<file path="config.mk">
export PLATFORM = sky130hd
export DESIGN_NAME = cache_mem_arbiter
export DESIGN_NICKNAME = d
export VERILOG_FILES = /design/src/rtl/cache_mem_arbiter.sv
export SDC_FILE = /design/constraint.sdc
export NUM_CORES = 1
export LEC_CHECK = 0
export CORE_AREA = 2 2 537 539
export DETAILED_ROUTE_END_ITERATION = 16
export DIE_AREA = 0 0 539 541
export DONT_BUFFER_PORTS = 1
export PLACE_DENSITY_LB_ADDON = 0.25
export SYNTH_ARGS = -nofsm -noshare
export SYNTH_HDL_FRONTEND = slang
export SYNTH_SLANG_ARGS = --single-unit
</file>
<file path="constraint.sdc">
create_clock -name clk -period 4 [get_ports clk]
set_input_delay 1 -clock clk [delete_from_list [all_inputs] [get_ports clk]]
set_output_delay 1 -clock clk [all_outputs]
set_load 0.01 [all_outputs]
</file>
<file path="src/rtl/cache_mem_arbiter.sv">
// Arbiter sharing one physical-memory line port between the I-cache and D-cache.
// Optional build macro ARB_ROUND_ROBIN_EN swaps fixed D priority for alternating priority.
module cache_mem_arbiter #(
  parameter int LINE_W = 256,
  parameter int ADDR_W = 32
) (
  input  logic              clk,
  input  logic              rst_n,
  input  logic              i_read,
  input  logic [ADDR_W-1:0] i_addr,
  output logic [LINE_W-1:0] i_rdata,
  output logic              i_resp,
  input  logic              d_read,
  input  logic              d_write,
  input  logic [ADDR_W-1:0] d_addr,
  input  logic [LINE_W-1:0] d_wdata,
  output logic [LINE_W-1:0] d_rdata,
  output logic              d_resp,
  output logic              pmem_read,
  output logic              pmem_write,
  output logic [ADDR_W-1:0] pmem_address,
  output logic [LINE_W-1:0] pmem_wdata,
  input  logic [LINE_W-1:0] pmem_rdata,
  input  logic              pmem_resp
);

  localparam int OFF_W = $clog2(LINE_W / 8);

  typedef enum logic [2:0] {
    IDLE   = 3'd0,
    BUSY_I = 3'd1,
    BUSY_D = 3'd2,
    DONE_I = 3'd3,
    DONE_D = 3'd4
  } state_e;

  state_e              state_q, state_d;
  logic                pmem_read_q, pmem_read_d;
  logic                pmem_write_q, pmem_write_d;
  logic [ADDR_W-1:0]   pmem_address_q, pmem_address_d;
  logic [LINE_W-1:0]   pmem_wdata_q, pmem_wdata_d;
  logic [LINE_W-1:0]   i_rdata_q, i_rdata_d;
  logic [LINE_W-1:0]   d_rdata_q, d_rdata_d;
  logic                i_resp_q, i_resp_d;
  logic                d_resp_q, d_resp_d;
  logic                d_req;
  logic                grant_d;
  logic                grant_i;
`ifdef ARB_ROUND_ROBIN_EN
  // 0 = I was granted last, 1 = D was granted last.
  logic                last_grant_q, last_grant_d;
`endif

  always_comb begin
    d_req = d_read | d_write;
`ifdef ARB_ROUND_ROBIN_EN
    grant_d = d_req & (~i_read | ~last_grant_q);
`else
    grant_d = d_req;
`endif
    grant_i = i_read & ~grant_d;

    state_d        = state_q;
    pmem_read_d    = pmem_read_q;
    pmem_write_d   = pmem_write_q;
    pmem_address_d = pmem_address_q;
    pmem_wdata_d   = pmem_wdata_q;
    i_rdata_d      = i_rdata_q;
    d_rdata_d      = d_rdata_q;
    i_resp_d       = 1'b0;
    d_resp_d       = 1'b0;
`ifdef ARB_ROUND_ROBIN_EN
    last_grant_d   = last_grant_q;
`endif

    case (state_q)
      IDLE: begin
        if (grant_d) begin
          pmem_address_d = {d_addr[ADDR_W-1:OFF_W], {OFF_W{1'b0}}};
          pmem_write_d   = d_write;
          pmem_read_d    = d_read & ~d_write;
          pmem_wdata_d   = d_wdata;
          state_d        = BUSY_D;
`ifdef ARB_ROUND_ROBIN_EN
          last_grant_d   = 1'b1;
`endif
        end else if (grant_i) begin
          pmem_address_d = {i_addr[ADDR_W-1:OFF_W], {OFF_W{1'b0}}};
          pmem_write_d   = 1'b0;
          pmem_read_d    = 1'b1;
          state_d        = BUSY_I;
`ifdef ARB_ROUND_ROBIN_EN
          last_grant_d   = 1'b0;
`endif
        end
      end
      BUSY_I: begin
        if (pmem_resp) begin
          i_rdata_d    = pmem_rdata;
          i_resp_d     = 1'b1;
          pmem_read_d  = 1'b0;
          pmem_write_d = 1'b0;
          state_d      = DONE_I;
        end
      end
      BUSY_D: begin
        if (pmem_resp) begin
          // A writeback returns no line, so d_rdata keeps its last read value.
          if (pmem_read_q) d_rdata_d = pmem_rdata;
          d_resp_d     = 1'b1;
          pmem_read_d  = 1'b0;
          pmem_write_d = 1'b0;
          state_d      = DONE_D;
        end
      end
      DONE_I:  state_d = IDLE;
      DONE_D:  state_d = IDLE;
      default: state_d = IDLE;
    endcase
  end

  always_ff @(posedge clk or negedge rst_n) begin
    if (!rst_n) begin
      state_q        <= IDLE;
      pmem_read_q    <= 1'b0;
      pmem_write_q   <= 1'b0;
      pmem_address_q <= '0;
      pmem_wdata_q   <= '0;
      i_rdata_q      <= '0;
      d_rdata_q      <= '0;
      i_resp_q       <= 1'b0;
      d_resp_q       <= 1'b0;
`ifdef ARB_ROUND_ROBIN_EN
      last_grant_q   <= 1'b0;
`endif
    end else begin
      state_q        <= state_d;
      pmem_read_q    <= pmem_read_d;
      pmem_write_q   <= pmem_write_d;
      pmem_address_q <= pmem_address_d;
      pmem_wdata_q   <= pmem_wdata_d;
      i_rdata_q      <= i_rdata_d;
      d_rdata_q      <= d_rdata_d;
      i_resp_q       <= i_resp_d;
      d_resp_q       <= d_resp_d;
`ifdef ARB_ROUND_ROBIN_EN
      last_grant_q   <= last_grant_d;
`endif
    end
  end

  assign pmem_read    = pmem_read_q;
  assign pmem_write   = pmem_write_q;
  assign pmem_address = pmem_address_q;
  assign pmem_wdata   = pmem_wdata_q;
  assign i_rdata      = i_rdata_q;
  assign d_rdata      = d_rdata_q;
  assign i_resp       = i_resp_q;
  assign d_resp       = d_resp_q;

endmodule
</file>
### Word-level counts from Yosys, hierarchy flattened

Index checks and enable logic that the tools add are counted.

| cells by class | value |
|---|---|
| $mul | 0 |
| reduce and logical (&&, ||, !) cells | 10 |
| bitwise logic cells | 5 |
| mux-type cells | 17 |
| magnitude comparators | 0 |
| div/mod/pow operators | 0 |
| shift-type cells | 0 |
| $add $sub $neg | 0 |
| equal/unequal tests | 6 |

Operator list:

| operator | count |
|---|---|
| $mux 32 | 2 |
| $mux 3 | 4 |
| $pmux 3 s3 | 1 |
| $reduce_and 3->1 | 3 |
| $mux 1 | 8 |
| $reduce_and 2->1 | 3 |
| $ne 2x2->1 const B | 2 |
| $pmux 1 s2 | 2 |
| $reduce_bool 2->1 | 2 |
| $eq 3x1->1 const B | 1 |
| $eq 3x2->1 const B | 1 |
| $logic_not 3->1 | 1 |
| $ne 3x3->1 const B | 1 |
| $and 1x1->1 | 2 |
| $ne 2x1->1 const B | 1 |
| $not 1->1 | 2 |
| $reduce_or 2->1 | 1 |
| $or 1x1->1 | 1 |

| word-level totals | value |
|---|---|
| word-level logic and storage cells | 47 |
| memory bits (read-only) | 0 |
| output and inout port bits | 804 |
| input port bits | 582 |
| bits in latches | 0 |
| bits in registers | 807 |
| RAM bits | 0 |
| memories kept | 0 |

### Logic depth before layout (Yosys ltp)

Gate-level depths: netlist of the first run.

| logic depth | value |
|---|---|
| depth in word-level cells | 6 |
| gate-level depth with buffers | 7 |
| mapped depth without buffers | 3 |

### Worst setup path after synthesis of the first run

No wires, ideal clock.

| path | value |
|---|---|
| kind | input to register |
| start | input d_write |
| end | register pmem_address_q[12], in the netlist pmem_address[12] |
| arrival | 2.132 ns |
| setup slack | 1.743 ns |
| stages | 5 |
| path buffers | 2 |
| setup time | 0.125 ns |
| data required time | 3.875 ns |
| cell sequence | nor2_1 > buf_2 > buf_2 > mux2_2 > mux2_2 |

| between the ends | value |
|---|---|
| cells in the longest elaborated chain, start to end | 5 |

Ends and longest elaborated chain:

| what | line | text |
|---|---|---|
| from (decl) | 14 | `input logic d_write,` |
| $or 1x1->1 (*) | 55 | `d_req = d_read \| d_write;` |
| $not 1->1 | 61 | `grant_i = i_read & ~grant_d;` |
| $and 1x1->1 | 61 |  |
| $reduce_bool 2->1 (no line) | -- |  |
| $reduce_and 2->1 (no line) | -- |  |
| to (signal assigned) | 140 | `pmem_address_q <= pmem_address_d;` |
| to (decl) | 40 | `logic [ADDR_W-1:0] pmem_address_q, pmem_address_d;` |

Mark *: on every way between the ends. The rest lies on a longest branch, timed or not.
A chain may end at the register's enable or synchronous reset.

### Worst setup path in the final report of the first run

| path | value |
|---|---|
| start | register pmem_wdata_q[175], in the netlist pmem_wdata[175] |
| end | output pmem_wdata[175] |

RTL lines:

| what | line | text |
|---|---|---|
| from (decl) | 41 | `logic [LINE_W-1:0] pmem_wdata_q, pmem_wdata_d;` |
| from (signal assigned) | 141 | `pmem_wdata_q <= pmem_wdata_d;` |
| to (decl) | 22 | `output logic [LINE_W-1:0] pmem_wdata,` |

No word-level cell between the ends.

==> impl_metrics.yaml, run 1 <==
detailed_routing:
  detail_route.wirelength_microns: 183000
  wl_per_cell_microns: 31.7
  drc: 0
  drtIter0Drc: 1066
  via_count: 16939
  viasPerCell: 2.94
  ant_nets: 0
  drt-pass1-iter-count: 4
pwr:
  seq_power_share_pct: 56.0
  p_comb_share_pct: 16.0
  p_sw_share_pct: 39.7
  p_int_mw: 21.2
  clkPwrFrac_pct: 28.0
  peakVddDrop_mv: 0.315
  cellPowerDensity_nw_per_um2: 913
  power_switching_mw: 14.0
  leakagePower_nw: 15.4
sta:
  fin_crit_sh_pct: 68.1
  slew_viol_final: 0
  holdWs_ns: 0.257
  finalCriticalPeriod_ns: 2.72
  max_freq_mhz: 367
  slew_headroom_pct: 18.5
  worst_pin_slew_ns: 1.22
  hold_violations: 0
  fin_worst_skew_ns: 0.0408
  setup_tns_ns: 0
  fin_ws_ns: 1.28
  rsz0062_at_grt: "no"
  setup_viol: 0
worst_setup_path:
  r2r_slack_ns: 1.60
  worst_setup_path_start_kind: "flop"
  cp.depth: 0
  arrival_ns: 1.72
  r2r_cells: 4
  worstSetupPathType: "reg2out"
  worst_r2r_endpoint: "pmem_wdata[147]$_DFFE_PN0P_"
  crit_required_ns: 3.00
  critPathMaxFanout: 4
  cp-end-kind: "primary output"
  regToRegStartpoint: "state_q[1]$_DFFE_PN0P_"
global_route:
  overflow: 0
  grt_max_degree: 803
  antenna_found_initial: 291
  grt_pass1_wl_microns: 224000
  grt_pass1_vias: 17044
  grtUsageTotal_pct: 12.1
clock_tree:
  tritoncts: "yes"
  clk_latency_ns: 0.82
  cts_root_buf: "clkbuf_16"
  clk_pin_slew_ns: 0.06
  cts-buffers-inserted: 108
  clockBufferDepth: 4
  cts_max_level: 3
  post-cts-setup-buffer-count: 0
  cts_sinks: 802
  cts_resized: 0
final_layout:
  drive_gt1_share_pct: 30.4
  fillers: 31858
  layout_common_cells: "802 x dfrtp_1, 463 x mux2_1, 359 x mux2_2, 108 x clkbuf_16"
  final_nets: 2368
  final_common_cell: "dfrtp_1"
  multi_input_area_sq_um: 9470
  seqCellArea_sq_um: 20100
  fin_cells: 5771
  area_growth_pct: 26.2
yosys:
  yosysSeqAreaShare_pct: 65.7
  ys_ff_latch: 802
  synth_area_sq_um: 30500
  yosys_warnings: 0
  synthCells: 1744
  synth_cell_type_count: 25
  avgSynthCellArea_sq_um: 17.5
placed_design:
  dpl.hpwl_microns: 152000
  dp.cells: 5452
  gp_congestion: 0.828
  io_buffers: 0
  place_ws_ns: 1.24
outcome:
  status: "completed"
flow_run:
  cap_viol_max_count: 0
floorplan:
  core.rowCount: 197
  dieArea_sq_um: 292000
  die_h_microns: 541
  core-area_sq_um: 286000
  die_w_microns: 539
  ios: 1386
  start_util_pct: 10.7
min_path:
  min_path_type: "in2async"
## worst reg2reg max path: cells and delay by family, from the launching register on
| kind | cells | cell delay (ns) |
|---|---|---|
| buffers and inverters | 1 | 0.43 |
| DFF | 1 | 0.49 |
| muxes | 1 | 0.59 |
| and+or+nand+nor | 2 | 0.72 |
## worst max-delay path by stage
| stage | to | slack [ns] | start |
|---|---|---|---|
| floorplan | pmem_address[12]$_DFFE_PN0P_ | 1.74 | d_write |
| global placement | d_rdata[203]$_DFFE_PN0P_ | 1.26 | pmem_resp |
| detailed placement | d_rdata[176]$_DFFE_PN0P_ | 1.24 | pmem_resp |
| global route | i_rdata[180]$_DFFE_PN0P_ | 1.08 | rst_n |
| finish | pmem_wdata[175] | 1.28 | pmem_wdata[175]$_DFFE_PN0P_ |
| CTS | pmem_wdata[167] | 1.06 | pmem_wdata[167]$_DFFE_PN0P_ |
## stage by stage
step | util (%) | area, sq um | power (mW)
floorplan | - | 30600 | 21.2
global placement | 12.1 | 34600 | 25.8
detailed placement | 12.1 | 34600 | 25.9
CTS | 13.3 | 38100 | 36.1
global route | 13.4 | 38300 | 37.2
finish | 13.5 | 38500 | 35.2
## area by class of cell
cell class	count	share of cell area, %
Clock inverter	51	1.43
Sequential cell	802	52.1
Antenna cell	120	0.779
Timing Repair Buffer	26	1.09
Clock buffer	143	7.79
Multi-Input combinational cell	848	24.6
Tap cell	3781	12.3
## cell usage after synthesis
cell type / count / area, sq um
a21boi_0: 1 / 7.51
mux2_1: 463 / 5210
nand2_1: 1 / 3.75
o21ai_0: 4 / 20.0
nor3_4: 1 / 16.3
buf_4: 10 / 75.1
o31a_1: 1 / 8.76
buf_2: 9 / 45.0
nand2_2: 1 / 6.26
a2111oi_0: 1 / 8.76
xnor2_1: 1 / 8.76
buf_8: 10 / 150
mux2_2: 359 / 4040
nor3b_4: 1 / 18.8
nor2b_1: 2 / 12.5
and4bb_1: 1 / 12.5
dfrtp_1: 802 / 20100
a21oi_1: 1 / 5.00
nor3_1: 1 / 5.00
buf_6: 69 / 777
nor4_1: 1 / 6.26
nand2b_4: 1 / 13.8
nor4bb_1: 1 / 10.0
nor2_1: 1 / 3.75
conb_1: 1 / 3.75
## per-layer routing
metal  GRT usage, %  share of wire [%]
met3           12.9                 22
met1           9.83                 28
met5              0               0.90
met4           2.94                3.2
met2           19.7                 46
## state kept, by name (all words and copies together), names as in the netlist
register,count
d_rdata,256
d_resp,1
i_rdata,256
i_resp,1
pmem_address,27
pmem_read,1
pmem_wdata,256
pmem_write,1
state_q,3
## power by group through the flow
stage | clock [mW] | sequential [mW] | combinational, mW
after global routing | 10.6 | 20.3 | 6.27
after detailed placement | 0 | 20.4 | 5.56
final | 9.85 | 19.7 | 5.62
after floorplan | 0 | 16.1 | 5.05
after CTS | 10.3 | 20.2 | 5.59
after global placement | 0 | 20.4 | 5.37
## cells by family after synthesis
| group | count (synthesis) | synth area share, % |
|---|---|---|
| DFF | 802 | 65.7 |
| buffers and inverters | 98 | 3.43 |
| AOI/OAI and AO/OA | 8 | 0.164 |
| xor gates and xnor gates | 1 | 0.0287 |
| other | 1 | 0.0123 |
| and+or+nand+nor | 12 | 0.356 |
| muxes | 822 | 30.3 |
No activity file was read; power rests on OpenSTA's default activity.
==> run 2, diff against run 1 <==
Clock period 4 ns to 2.7 ns, I/O delays scaled along.
==> run 2 against run 1 <==
Net effect: first-iteration DRC count fell by 11%; total power rose by 52%; register-to-register slack got worse by 1.2 ns.
==> impl_metrics.yaml, run 2 (synthesis gave the netlist of run 1 again) <==
detailed_routing:
  drt-pass1-iter-count: 4
  via_count: 18901
  ant_nets: 0
  detail_route.wirelength_microns: 186000
  drc: 0
  viasPerCell: 3.00
  wl_per_cell_microns: 29.5
  drtIter0Drc: 948
worst_setup_path:
  arrival_ns: 3.23
  cp-end-kind: "asynchronous set/reset pin"
  worst_setup_path_start_kind: "primary input"
  critPathMaxFanout: 177
  worstSetupPathType: "in2async"
  crit_required_ns: 3.46
sta:
  holdWs_ns: 0.120
  fin_worst_skew_ns: 0.0352
  hold_violations: 0
  setup_viol: 0
  slew_headroom_pct: 32.2
  rsz0062_at_grt: "no"
  fin_crit_sh_pct: 91.7
  slew_viol_final: 0
  setup_tns_ns: 0
  finalCriticalPeriod_ns: 2.48
  worst_pin_slew_ns: 1.02
  max_freq_mhz: 404
  fin_ws_ns: 0.223
floorplan:
  die_w_microns: 539
  core-area_sq_um: 286000
  die_h_microns: 541
  dieArea_sq_um: 292000
  core.rowCount: 197
  start_util_pct: 10.7
  ios: 1386
placed_design:
  detailed_place.area_sq_um: 34800
  dpl.hpwl_microns: 154000
  gp_congestion: 0.835
  place_ws_ns: 0.426
  io_buffers: 0
  dp.cells: 5479
flow_run:
  cap_viol_max_count: 0
global_route:
  grtUsageTotal_pct: 12.3
  grt_pass1_wl_microns: 232000
  grt_max_degree: 803
  antenna_found_initial: 239
  overflow: 0
  grt_pass1_vias: 19677
outcome:
  status: "completed"
final_layout:
  area_growth_pct: 44.7
  final_common_cell: "dfrtp_1"
  fillers: 31592
  drive_gt1_share_pct: 24.6
  final_nets: 2918
  final_core_util_pct: 15.4
  final_area_sq_um: 44200
  fin_cells: 6305
  layout_common_cells: "802 x dfrtp_1, 518 x dlygate4sd3_1, 463 x mux2_1, 359 x mux2_2, 106 x clkbuf_16"
clock_tree:
  cts-buffers-inserted: 106
  cts_max_level: 3
  post-cts-setup-buffer-count: 0
  clk_pin_slew_ns: 0.06
  cts_root_buf: "clkbuf_16"
  clk_latency_ns: 0.81
  clockBufferDepth: 4
  tritoncts: "yes"
  cts_sinks: 802
pwr:
  peakVddDrop_mv: 0.547
  finalPower_mw: 53.7
  cellPowerDensity_nw_per_um2: 1210
  leakagePower_nw: 17.8
min_path:
  min_path_type: "in2reg"
run 2: changes by cell type in the layout (fill, tap and decap cells not counted), sizes merged:
cell         change
clkinvlp         -1
clkbuf           -1
bufinv           +5
buf             +34
dlygate4sd3    +518
diode           -10
clkinv          -11
run 2: worst paths after layout:
check                      slack, ns                    startpoint  cells past startpoint                          end
setup / recovery                0.22                         rst_n                      5     d_rdata[203]$_DFFE_PN0P_
hold / removal                  0.12                     d_addr[6]                      2  pmem_address[6]$_DFFE_PN0P_
setup reg to reg                0.44        state_q[1]$_DFFE_PN0P_                      5  pmem_wdata[236]$_DFFE_PN0P_
hold reg to reg                 0.56       i_rdata[87]$_DFFE_PN0P_                      1      i_rdata[87]$_DFFE_PN0P_
max in group clk                0.42  pmem_address[25]$_DFFE_PN0P_                      0             pmem_address[25]
min in group asynchronous       0.59                         rst_n                      3  pmem_wdata[233]$_DFFE_PN0P_
run 2: critical path, cell delays in order:
cell	delay, ns
dlygate4sd3_1	0.59
buf_12	0.16
buf_16	0.14
buf_16	0.60
buf_16	0.46
run 2: what timing repair did:
action	in CTS	in global routing
hold buffers	515	10
endpoints found under the hold margin	1575	261
resized for setup	0	0
run 2: cell type report:
type	instances	area, sq um	share of cell area (%)
clock inverter	44	608	1.38
sequential	802	20100	45.4
antenna	110	275	0.623
clock buffer	142	2970	6.72
tap	3781	4730	10.7
timing repair buffer	578	6060	13.7
multi-input combinational	848	9470	21.4
run 2: layer usage:
layer  track usage, %  vias to the layer above  wire length (microns)
li1                 -                     7584                      -
met1             12.7                     9517                  65100
met2             19.7                     1156                  84400
met3             8.42                      450                  28300
met4             3.98                      194                   6650
met5                0                        -                   1260
run 2: power by group:
part | leakage (nW) | total (mW) | internal [mW] | switching [mW]
clock | 1.75 | 14.7 | 8.77 | 5.96
combinational | 6.34 | 9.58 | 5.71 | 3.88
sequential | 9.75 | 29.4 | 18.0 | 11.3
total | 17.8 | 53.7 | 32.5 | 21.2
